<file path="config.mk">
export PLATFORM = sky130hd
export DESIGN_NAME = dff_capture_arbiter
export DESIGN_NICKNAME = d
export VERILOG_FILES = /design/src/rtl/dff_capture_arbiter.sv
export SDC_FILE = /design/constraint.sdc
export NUM_CORES = 1
export LEC_CHECK = 0
export CORE_AREA = 4 4 56 58
export DETAILED_ROUTE_END_ITERATION = 8
export DIE_AREA = 0 0 60 62
export SYNTH_ARGS = -nofsm -noshare
export SYNTH_HDL_FRONTEND = slang
export SYNTH_SLANG_ARGS = --single-unit
</file>
<file path="constraint.sdc">
create_clock -name clk -period 2.3 [get_ports clk]
set_input_delay 0.575 -clock clk [delete_from_list [all_inputs] [get_ports clk]]
set_output_delay 0.575 -clock clk [all_outputs]
set_load 0.05 [all_outputs]
</file>
<file path="src/rtl/dff_capture_arbiter.sv">
// Round-robin arbiter sharing one capture flip-flop among NUM_REQ requesters.
// The winner's data bit is captured once, then the grant is held for HOLD_CYCLES.
module dff_capture_arbiter #(
  parameter  int NUM_REQ     = 4,
  parameter  int HOLD_CYCLES = 3,
  localparam int IDX_W       = $clog2(NUM_REQ)
) (
  input  logic               clk,
  input  logic               rst,
  input  logic [NUM_REQ-1:0] req,
  input  logic [NUM_REQ-1:0] din,
  output logic [NUM_REQ-1:0] grant,
  output logic               q,
  output logic               q_valid,
  output logic [IDX_W-1:0]   q_owner,
  output logic               busy
);

  typedef enum logic [1:0] {
    S_IDLE  = 2'd0,
    S_GRANT = 2'd1,
    S_HOLD  = 2'd2
  } state_t;

  localparam logic [3:0]       HOLD_LOAD = 4'(HOLD_CYCLES - 1);
  localparam logic [IDX_W-1:0] LAST_IDX  = IDX_W'(NUM_REQ - 1);
  localparam logic [IDX_W:0]   NUM_REQ_W = (IDX_W + 1)'(NUM_REQ);

  state_t           state;
  state_t           next_state;
  logic [IDX_W-1:0] owner;
  logic [IDX_W-1:0] rr_ptr;
  logic [3:0]       hold_cnt;

  logic [IDX_W-1:0] win_idx;
  logic             win_found;
  logic [IDX_W:0]   cand;
  logic             owner_req;

  function automatic logic [NUM_REQ-1:0] onehot(input logic [IDX_W-1:0] idx);
    onehot      = '0;
    onehot[idx] = 1'b1;
  endfunction

  // Pointer advance wraps at NUM_REQ, which need not be a power of two.
  function automatic logic [IDX_W-1:0] ptr_inc(input logic [IDX_W-1:0] p);
    if (p == LAST_IDX) ptr_inc = '0;
    else               ptr_inc = p + IDX_W'(1);
  endfunction

  assign owner_req = req[owner];

  // Round-robin scan: first set request at rr_ptr, rr_ptr+1, ... modulo NUM_REQ.
  always_comb begin
    // NOTE: every signal written here gets a default first so no latch is inferred.
    win_idx   = rr_ptr;
    win_found = 1'b0;
    cand      = '0;
    for (int i = 0; i < NUM_REQ; i++) begin
      cand = {1'b0, rr_ptr} + (IDX_W + 1)'(i);
      if (cand >= NUM_REQ_W) cand = cand - NUM_REQ_W;
      if (!win_found && req[cand[IDX_W-1:0]]) begin
        win_idx   = cand[IDX_W-1:0];
        win_found = 1'b1;
      end
    end
  end

  // State register.
  always_ff @(posedge clk) begin
    // NOTE: sequential state uses non-blocking assignments so all flops update together.
    if (rst) state <= S_IDLE;
    else     state <= next_state;
  end

  // Next-state logic.
  always_comb begin
    next_state = state;
    unique case (state)
      S_IDLE:  if (win_found) next_state = S_GRANT;
      S_GRANT: next_state = owner_req ? S_HOLD : S_IDLE;
      S_HOLD:  if (!owner_req || hold_cnt == 4'd0) next_state = S_IDLE;
      default: next_state = S_IDLE;
    endcase
  end

  // Output decode.
  always_comb begin
    busy = (state != S_IDLE);
  end

  // Grant, capture register, owner tracking and hold counter.
  always_ff @(posedge clk) begin
    if (rst) begin
      grant    <= '0;
      owner    <= '0;
      rr_ptr   <= '0;
      hold_cnt <= '0;
      q        <= 1'b0;
      q_valid  <= 1'b0;
      q_owner  <= '0;
    end else begin
      q_valid <= 1'b0;
      unique case (state)
        S_IDLE: begin
          if (win_found) begin
            owner <= win_idx;
            grant <= onehot(win_idx);
          end
        end
        S_GRANT: begin
          if (owner_req) begin
            q        <= din[owner];
            q_owner  <= owner;
            q_valid  <= 1'b1;
            rr_ptr   <= ptr_inc(owner);
            hold_cnt <= HOLD_LOAD;
          end else begin
            // Withdrawn before capture: drop the grant, keep pointer and data.
            grant <= '0;
          end
        end
        S_HOLD: begin
          if (next_state == S_IDLE) grant    <= '0;
          else                      hold_cnt <= hold_cnt - 4'd1;
        end
        default: grant <= '0;
      endcase
    end
  end

  a_grant_onehot0: assert property (@(posedge clk) disable iff (rst) $onehot0(grant));
  a_valid_in_hold: assert property (@(posedge clk) disable iff (rst) q_valid |-> state == S_HOLD);
  a_busy_grant:    assert property (@(posedge clk) disable iff (rst) busy == (grant != '0));

endmodule
</file>
# Word level (Yosys, flattened, before mapping)
# Cells that the tools add are included.
# W data, S select, Z words.
[op_classes]
n_bitwise = 1
n_mux = 39
order_cmp = 11
add_sub_neg = 9
n_reduce_logical = 19
eq_ne = 8
[op_table]
columns = ["operator", "count"]
rows = [
  ["$mux W2", 12],
  ["$mux W4", 5],
  ["$lt A2 B3 Y1 const B", 6],
  ["$bmux W1 S2", 6],
  ["$mux W1", 12],
  ["$pmux W4 S3", 1],
  ["$ne A2 B2 Y1 const B", 5],
  ["$ge A3 B3 Y1 const B", 3],
  ["$pmux W4 S2", 1],
  ["$sub A2 B1 Y2 const B", 4],
  ["$add A2 B2 Y3 const B", 2],
  ["$pmux W2 S3", 1],
  ["$reduce_and A3 Y1", 2],
  ["$eq A2 B2 Y1 const B", 2],
  ["$logic_and A1 B1 Y1", 4],
  ["$logic_not A1 Y1", 4],
  ["$logic_not A2 Y1", 2],
  ["$logic_not A4 Y1", 1],
  ["$reduce_and A2 Y1", 2],
  ["$reduce_bool A2 Y1", 2],
  ["$sub A4 B1 Y4 const B", 1],
  ["$add A2 B1 Y3 const B", 1],
  ["$ge A2 B3 Y1 const B", 1],
  ["$add A2 B1 Y2 const B", 1],
  ["6 further kinds", 6],
]
[word_totals]
regBits = 18
out_inout_bits = 9
in_bits = 10
elab_cells = 95

# Logic depth before layout (Yosys ltp)
# Gate-level depths: netlist of run 1.
[logic_depth]
ltp_word = 20
mapped_depth = 6
mapped_depth_nobuf = 6

# Least setup slack after synthesis of run 1
# Ideal clock, no wire load.
[synth_path]
kind = "input port to flip-flop"
start = "input req[1]"
end = "register grant[0]"
setup_ns = 0.117
path_stages = 5
path_buffers = 1
arrival_time_ns = 1.720
slack_ns = 0.462
required_ns = 2.183
cell_sequence = "buf_2 > mux4_2 > nand2_1 > a31oi_1 > a32o_1"
[synth_via]
elab_chain_cells = 18
word_cells_on_any_way = 42
cone_classes = "order compare (2); eq/ne (3); mux (26); reduce/logical (11)"
[synth_rtl]
columns = ["item", "line", "rtl"]
rows = [
  ["start, declared", "10", "input logic [NUM_REQ-1:0] req,"],
  ["$bmux W1 S2", "62", "if (!win_found && req[cand[IDX_W-1:0]]) begin"],
  ["$mux W1 (implied by the code)", "62", ""],
  ["$mux W1", "62", ""],
  ["$logic_not A1 Y1", "62", ""],
  ["$logic_and A1 B1 Y1", "62", ""],
  ["$mux W1", "62", ""],
  ["$logic_not A1 Y1", "62", ""],
  ["$logic_and A1 B1 Y1", "62", ""],
  ["[... 2 more ...]", "n/a", ""],
  ["$logic_and A1 B1 Y1", "62", ""],
  ["$mux W2", "62", ""],
  ["$lt A2 B3 Y1 (implied by the code) or $ge A2 B1 Y1 (tied branches)", "42", "onehot[idx] = 1'b1;"],
  ["$logic_and A1 B1 Y1 (implied by the code)", "42", ""],
  ["$mux W1 (implied by the code)", "42", ""],
  ["$demux W1 S2", "42", ""],
  ["$mux W4", "106", "if (win_found) begin"],
  ["$pmux W4 S3", "104", "unique case (state)"],
  ["end signal, assigned", "108", "grant <= onehot(win_idx);"],
  ["end, declared", "12", "output logic [NUM_REQ-1:0] grant,"],
]
# Parallel ways exist; a longest one is shown, timed or not. The select of a mux whose other input is x is not followed.
# A chain may end at the register's enable or synchronous reset.

# Worst setup path after layout of run 1
[layout_path]
start = "register grant[3]"
end = "output grant[3]"
# No word-level cell between the ends.

==> results.sh, run 1 <==
export IMPL_hold_class="reg -> reg"
export IMPL_grt_pass1_vias=811
export IMPL_timing_final_ws_setup_ns=0.273
export IMPL_tightest_slew_ns=0.507
export IMPL_drv_cap=0
export IMPL_rsz0062_at_grt="false"
export IMPL_grt_pass1_wl_um=3450
export IMPL_via_per_inst=5.35
export IMPL_cts_num_sinks=18
export IMPL_htree_num_levels=1
export IMPL_start_util=0.338
export IMPL_slew_limit_headroom=0.661
export IMPL_cts_hold_buf=0
export IMPL_drc_errors=0
export IMPL_die_area_um2=3720
export IMPL_avgSynthCellArea_um2=9.10
export IMPL_yosys_warnings=0
export IMPL_cp_data_required_time_ns=1.73
export IMPL_route_vias_total=846
export IMPL_crit_chain="clkdlybuf4s50_1"
export IMPL_first_pass_iters=4
export IMPL_slew_violations=0
export IMPL_synth_simple_gate_area_frac=0.199
export IMPL_syn_inst=99
export IMPL_synthTopCellsByArea="dfxtp_1 (40%), a22o_1 (4.9%), a21oi_1 (4.4%), a32o_1 (4.4%), nor2b_1 (3.5%)"
export IMPL_finalWorstPathRequiredPeriod_ns=2.03
export IMPL_die_width_um=60
export IMPL_fill_cells=271
export IMPL_drt_iter0_markers=26
export IMPL_n_antenna_cell=0
export IMPL_ir_drop_mv=0.335
export IMPL_netlist_area_um2=901
export IMPL_synthAdderAreaFrac=0.0278
export IMPL_seqCellArea_um2=360
export IMPL_synth_most_common_cell="dfxtp_1"
export IMPL_p_total_w=0.000753
export IMPL_tns_ns=0
export IMPL_routed_wirelength_um=2090
export IMPL_wl_per_cell_um=13.2
export IMPL_synth_xor_xnor_area_share=0
export IMPL_clk_pin_slew_ns=0.10
export IMPL_cp_slowest_cell="clkdlybuf4s50_1"
export IMPL_drive_gt1_frac=0.157
export IMPL_worstSkewPairLatency_ns=0.29
export IMPL_ys_ff_latch=18
export IMPL_path_buf_inv=1
export IMPL_synth_compound_area_frac=0.276
export IMPL_synthArstFlopShare=0
export IMPL_fin_crit_sh=0.881
export IMPL_finish_net_count=140
export IMPL_utilization=0.456
export IMPL_ys_seq_area_frac=0.400
export IMPL_final_antenna_net_count=0
export IMPL_synth_top_family_by_area="compound AO/OA/AOI/OAI gates"
export IMPL_synth_edf_count=0
export IMPL_grt_overflow=0
export IMPL_worstSetupPathType="reg -> out"
export IMPL_clock_skew_final_ns=0.00484
export IMPL_reg2reg_slack_ns=0.53
export IMPL_dp_slack_ns=-0.0138
export IMPL_hold_viol=0
export IMPL_cp_arrival_ns=1.45
export IMPL_area_growth_pct=34.7
export IMPL_finalSetupViolations=0
export IMPL_cts_tree="built"
export IMPL_yosysTopAreaCellShare=0.400
export IMPL_track_usage=0.123
export IMPL_crit_family="buffers and inverters"
export IMPL_syn_nets=111
export IMPL_io_pins=19
export IMPL_die_height_um=62
export IMPL_place_gp_congestion=0.911
export IMPL_core_um2=2660
export IMPL_synth_cell_type_count=38
export IMPL_yosys_top_cells_count="dfxtp_1 (18), a21oi_1 (8), inv_1 (6), nand2_1 (6), nor2_1 (6)"
export IMPL_rows=19
export IMPL_grt_antenna_before_repair=0
export IMPL_io_buffers=18
export IMPL_cts_root_buf="clkbuf_4"
export IMPL_ctsLongestPathBuffers=2
export IMPL_cp_max_fo=2
export IMPL_start_kind="register"
export IMPL_multiInputGateArea_um2=502
export IMPL_synth_main_ff_cell="dfxtp_1"
export IMPL_dp_hpwl_um=1670
export IMPL_fmax_mhz=493
export IMPL_leakagePower_nw=0.487
export IMPL_netlist_top_cell_by_area="dfxtp_1"
export IMPL_status="finished, final reports clean"
export IMPL_synth_area_mux_share=0.0542
export IMPL_cts_inserted_buffers=3
export IMPL_cp_end_kind="primary output"
export IMPL_grt_start_max_net_pins=11
export IMPL_power_density_nw_per_um2=620
export IMPL_cp_slowest_stage_delay_ns=0.81
==> per-layer routing <==
metal  up-vias  global-route usage  wire length (um)  share of wire
li1        428                   -                 -              -
met3         2              0.0289                84          0.040
met2        16               0.207              1000           0.48
met5         -                   0                 0              0
met4         0              0.0380                13         0.0062
met1       400               0.157               993           0.47
==> power by group <==
| group | internal, W | leakage, nW | total, W | switching (W) |
|---|---|---|---|---|
| Sequential | 0.000334 | 0.147 | 0.000352 | 0.0000185 |
| Clock | 0.0000963 | 0.0210 | 0.000193 | 0.0000964 |
| Combinational | 0.0000935 | 0.319 | 0.000208 | 0.000114 |
| Total | 0.000523 | 0.487 | 0.000753 | 0.000229 |
==> layout by cell type (no fill, tap or decap), drive strengths merged <==
cell type / synthesis / layout
a22o: 5 / 5
nand3: 2 / 2
a21o: 1 / 1
and2: 1 / 1
o31ai: 2 / 2
o2111ai: 1 / 1
nor2b: 5 / 5
dlymetal6s2s: 0 / 1
or4: 2 / 2
a221oi: 1 / 1
clkdlybuf4s50: 0 / 17
o22ai: 1 / 1
nor2: 6 / 6
or3b: 1 / 1
nor3b: 1 / 1
nor4: 1 / 1
inv: 7 / 7
buf: 1 / 9
ha: 2 / 2
or2: 2 / 2
o211a: 1 / 1
and3: 1 / 1
o21ai: 4 / 4
mux4: 2 / 2
nand2: 6 / 6
clkbuf: 2 / 4
nand2b: 2 / 2
a31o: 1 / 1
a31oi: 1 / 1
dfxtp: 18 / 18
a221o: 1 / 1
a32o: 4 / 4
or3: 1 / 1
nor3: 2 / 2
o21a: 1 / 1
o211ai: 1 / 1
a21oi: 8 / 8
a311oi: 1 / 1
==> worst register-to-register path, cell delays in order, from the launching register on <==
cell     delay [ns]
dfxtp_1        0.48
mux4_2         0.60
and2_1         0.18
nor2_1         0.26
a22o_1         0.20
==> kinds of logic after synthesis <==
group	after synthesis
AND/OR/NAND/NOR	33
multiplexers	2
buffers and inverters	10
flip-flops	18
adder cells (fa/ha/maj)	2
AO/OA/AOI/OAI	34
==> area by class of cell <==
class                   count  share of cell area
flip-flops and latches     18               0.297
inverters                   7              0.0216
well taps                  31              0.0320
clock buffers               4              0.0299
repair buffers             27               0.206
multi-input cells          71               0.413
==> final timing paths <==
| kind | from | cells after the start | endpoint |
|---|---|---|---|
| worst max-delay path | grant[3] | 1 | grant[3] |
| worst max register to register | owner[0] | 4 | rr_ptr[0] |
| worst min-delay path | grant[0] | 1 | grant[0] |
| worst min register to register | grant[0] | 1 | grant[0] |
==> flip-flops by register name (all words and copies together), names as in the netlist <==
register  count
grant         4
hold_cnt      4
owner         2
q             1
q_owner       2
q_valid       1
rr_ptr        2
state         2
==> metrics by stage <==
step | hold WS [ns] | cells | cell area [um2]
finish | 0.479 | 158 | 1210
global route | 0.514 | 158 | 1210
CTS | 0.486 | 158 | 1210
detailed placement | 0.459 | 154 | 1170
global placement | 0.458 | 154 | 1170
floorplan | 0.446 | 99 | 901
==> what timing repair did <==
action,4_1_cts,5_1_grt
resized for setup,0,1
setup endpoints to repair,0,1
buffers inserted,0,0
No activity file was read; power rests on OpenSTA's default activity.
==> run 2: changes to the inputs <==
- HOLD_SLACK_MARGIN: not set -> 0.05
==> results of run 2 <==
Final layout, timing and power as in run 1 (identical DEF).
==> run 3: changes to the inputs <==
- RECOVER_POWER: not set -> 25
- SLEW_MARGIN: not set -> 20
==> run 3 against run 2 <==
  * Clock skew grew 0.0025 ns
  * Via count grew 0.35%
  * Global-route usage is the same
  * Clock power is essentially flat
  * Critical endpoint is now rr_ptr[0]
==> results.sh, run 3 (same netlist as run 1, synthesis figures left out) <==
export IMPL_status="finished, final reports clean"
export IMPL_ir_drop_mv=0.337
export IMPL_finish_net_count=140
export IMPL_grt_pass1_wl_um=3450
export IMPL_r2r_cells=4
export IMPL_grt_pass1_vias=811
export IMPL_power_density_nw_per_um2=622
export IMPL_swShare=0.308
export IMPL_cp_max_fo=5
export IMPL_drc_errors=0
export IMPL_cp_arrival_ns=2.37
export IMPL_first_pass_iters=4
export IMPL_netSwitchingPower_w=0.000231
export IMPL_final_cells=158
export IMPL_cts_root_buf="clkbuf_4"
export IMPL_routed_wirelength_um=2110
export IMPL_intPower_w=0.000520
export IMPL_n_antenna_cell=0
export IMPL_leakagePower_nw=0.480
export IMPL_cp_data_required_time_ns=2.54
export IMPL_final_common_cell="dfxtp_1"
export IMPL_place_gp_congestion=0.911
export IMPL_hold_viol=0
export IMPL_min_path_cells=1
export IMPL_pwr_share_clk=0.259
export IMPL_via_per_inst=5.37
export IMPL_core_um2=2660
export IMPL_track_usage=0.123
export IMPL_p_seq_frac=0.469
export IMPL_die_area_um2=3720
export IMPL_fmax_mhz=469
export IMPL_ctsLongestPathBuffers=2
export IMPL_wl_per_cell_um=13.3
export IMPL_area_growth_pct=33.9
export IMPL_tightest_slew_ns=0.507
export IMPL_clk_pin_slew_ns=0.11
export IMPL_rsz0062_at_grt="false"
export IMPL_rows=19
export IMPL_hold_end="grant[0]"
export IMPL_start_util=0.338
export IMPL_final_antenna_net_count=0
export IMPL_worstSetupPathType="in -> reg"
export IMPL_hold_class="reg -> reg"
export IMPL_reg_top3="grant x4, hold_cnt x4"
export IMPL_utilization=0.453
export IMPL_grt_overflow=0
export IMPL_timing_final_ws_setup_ns=0.167
export IMPL_grt_start_max_net_pins=11
export IMPL_finalWorstPathRequiredPeriod_ns=2.13
export IMPL_cts_num_sinks=18
export IMPL_dp_hpwl_um=1670
export IMPL_post_cts_repair_setup_buffers=0
export IMPL_io_buffers=18
export IMPL_die_width_um=60
export IMPL_fin_crit_sh=0.927
export IMPL_slew_limit_headroom=0.661
export IMPL_start_kind="primary input"
export IMPL_reg2reg_to="rr_ptr[0]"
export IMPL_dp_slack_ns=-0.0138
export IMPL_worstReg2RegStart="owner[0]"
export IMPL_clock_skew_final_ns=0.00732
export IMPL_fill_cells=273
export IMPL_die_height_um=62
export IMPL_slew_violations=0
export IMPL_drt_iter0_markers=26
export IMPL_drive_gt1_frac=0.142
export IMPL_reg2reg_slack_ns=0.53
export IMPL_worst_hold_startpoint="grant[0]"
export IMPL_htree_num_levels=1
export IMPL_cts_tree="built"
export IMPL_grt_antenna_before_repair=0
export IMPL_most_common_layout_cells="dfxtp_1 (18), clkdlybuf4s50_1 (16), a21oi_1 (8)"
export IMPL_dp_cells=154
export IMPL_combinationalPowerShare=0.272
export IMPL_finalSetupViolations=0
export IMPL_cts_inserted_buffers=3
export IMPL_route_vias_total=849
export IMPL_cts_hold_buf=0
export IMPL_drv_cap=0
export IMPL_cp_end_kind="register"
export IMPL_io_pins=19
export IMPL_worstSkewPairLatency_ns=0.29
[run 3: cell count changes in the layout (fill, tap and decap cells not counted), sizes merged]
cell           previous run  this run
clkdlybuf4s50            17        16
buf                       9         7
dlygate4sd3               0         1
clkbuf                    4         6
[run 3: stage by stage]
step                      TNS (ns)  hold WS, ns  instance area (um2)  total power (W)
after detailed placement   -0.0466        0.459                 1170         0.000568
after CTS                        0        0.486                 1210         0.000764
after global placement           0        0.458                 1170         0.000564
after global routing             0        0.514                 1210         0.000802
final                            0        0.480                 1210         0.000751
after floorplan                  0        0.446                  901         0.000490
[run 3: worst max path at each step]
stage	slack, ns	cells after the start	end	from
2_1_floorplan	0.46	5	grant[0]	req[1]
3_3_place_gp	0.02	5	q_owner[1]	req[3]
3_5_place_dp	-0.01	5	q	req[3]
4_1_cts	0.03	2	busy	state[0]
5_1_grt	0.11	5	rr_ptr[1]	req[3]
6_report	0.17	5	rr_ptr[0]	req[3]
[run 3: timing repair]
action	CTS	global route
endpoints found under the setup margin	0	1
resized for setup	0	1
hold endpoints to repair	0	0
[run 3: power groups by stage]
stage	sequential, W	clock [W]	combinational [W]
final	0.000352	0.000195	0.000204
after global placement	0.000359	0	0.000205
after global routing	0.000356	0.000223	0.000223
after CTS	0.000353	0.000202	0.000209
after floorplan	0.000381	0	0.000109
after detailed placement	0.000360	0	0.000208
[run 3: layout make-up]
class / instances / area (um2) / area share
Multi-Input combinational cell: 71 / 502 / 0.416
Inverter: 7 / 26.3 / 0.0218
Clock buffer: 4 / 36.3 / 0.0301
Sequential cell: 18 / 360 / 0.299
Timing Repair Buffer: 27 / 243 / 0.201
Tap cell: 31 / 38.8 / 0.0322
[run 3: worst max-delay path: stages]
cell	delay, ns
dlygate4sd3_1	0.61
mux4_2	0.55
and2_1	0.18
nor2_1	0.26
a22o_1	0.20
[run 3: metal layers]
layer / track usage / wire [um] / vias to the layer above
li1: - / - / 429
met1: 0.157 / 1010 / 402
met2: 0.207 / 1000 / 16
met3: 0.0289 / 86 / 2
met4: 0.0380 / 13 / 0
met5: 0 / 0 / -
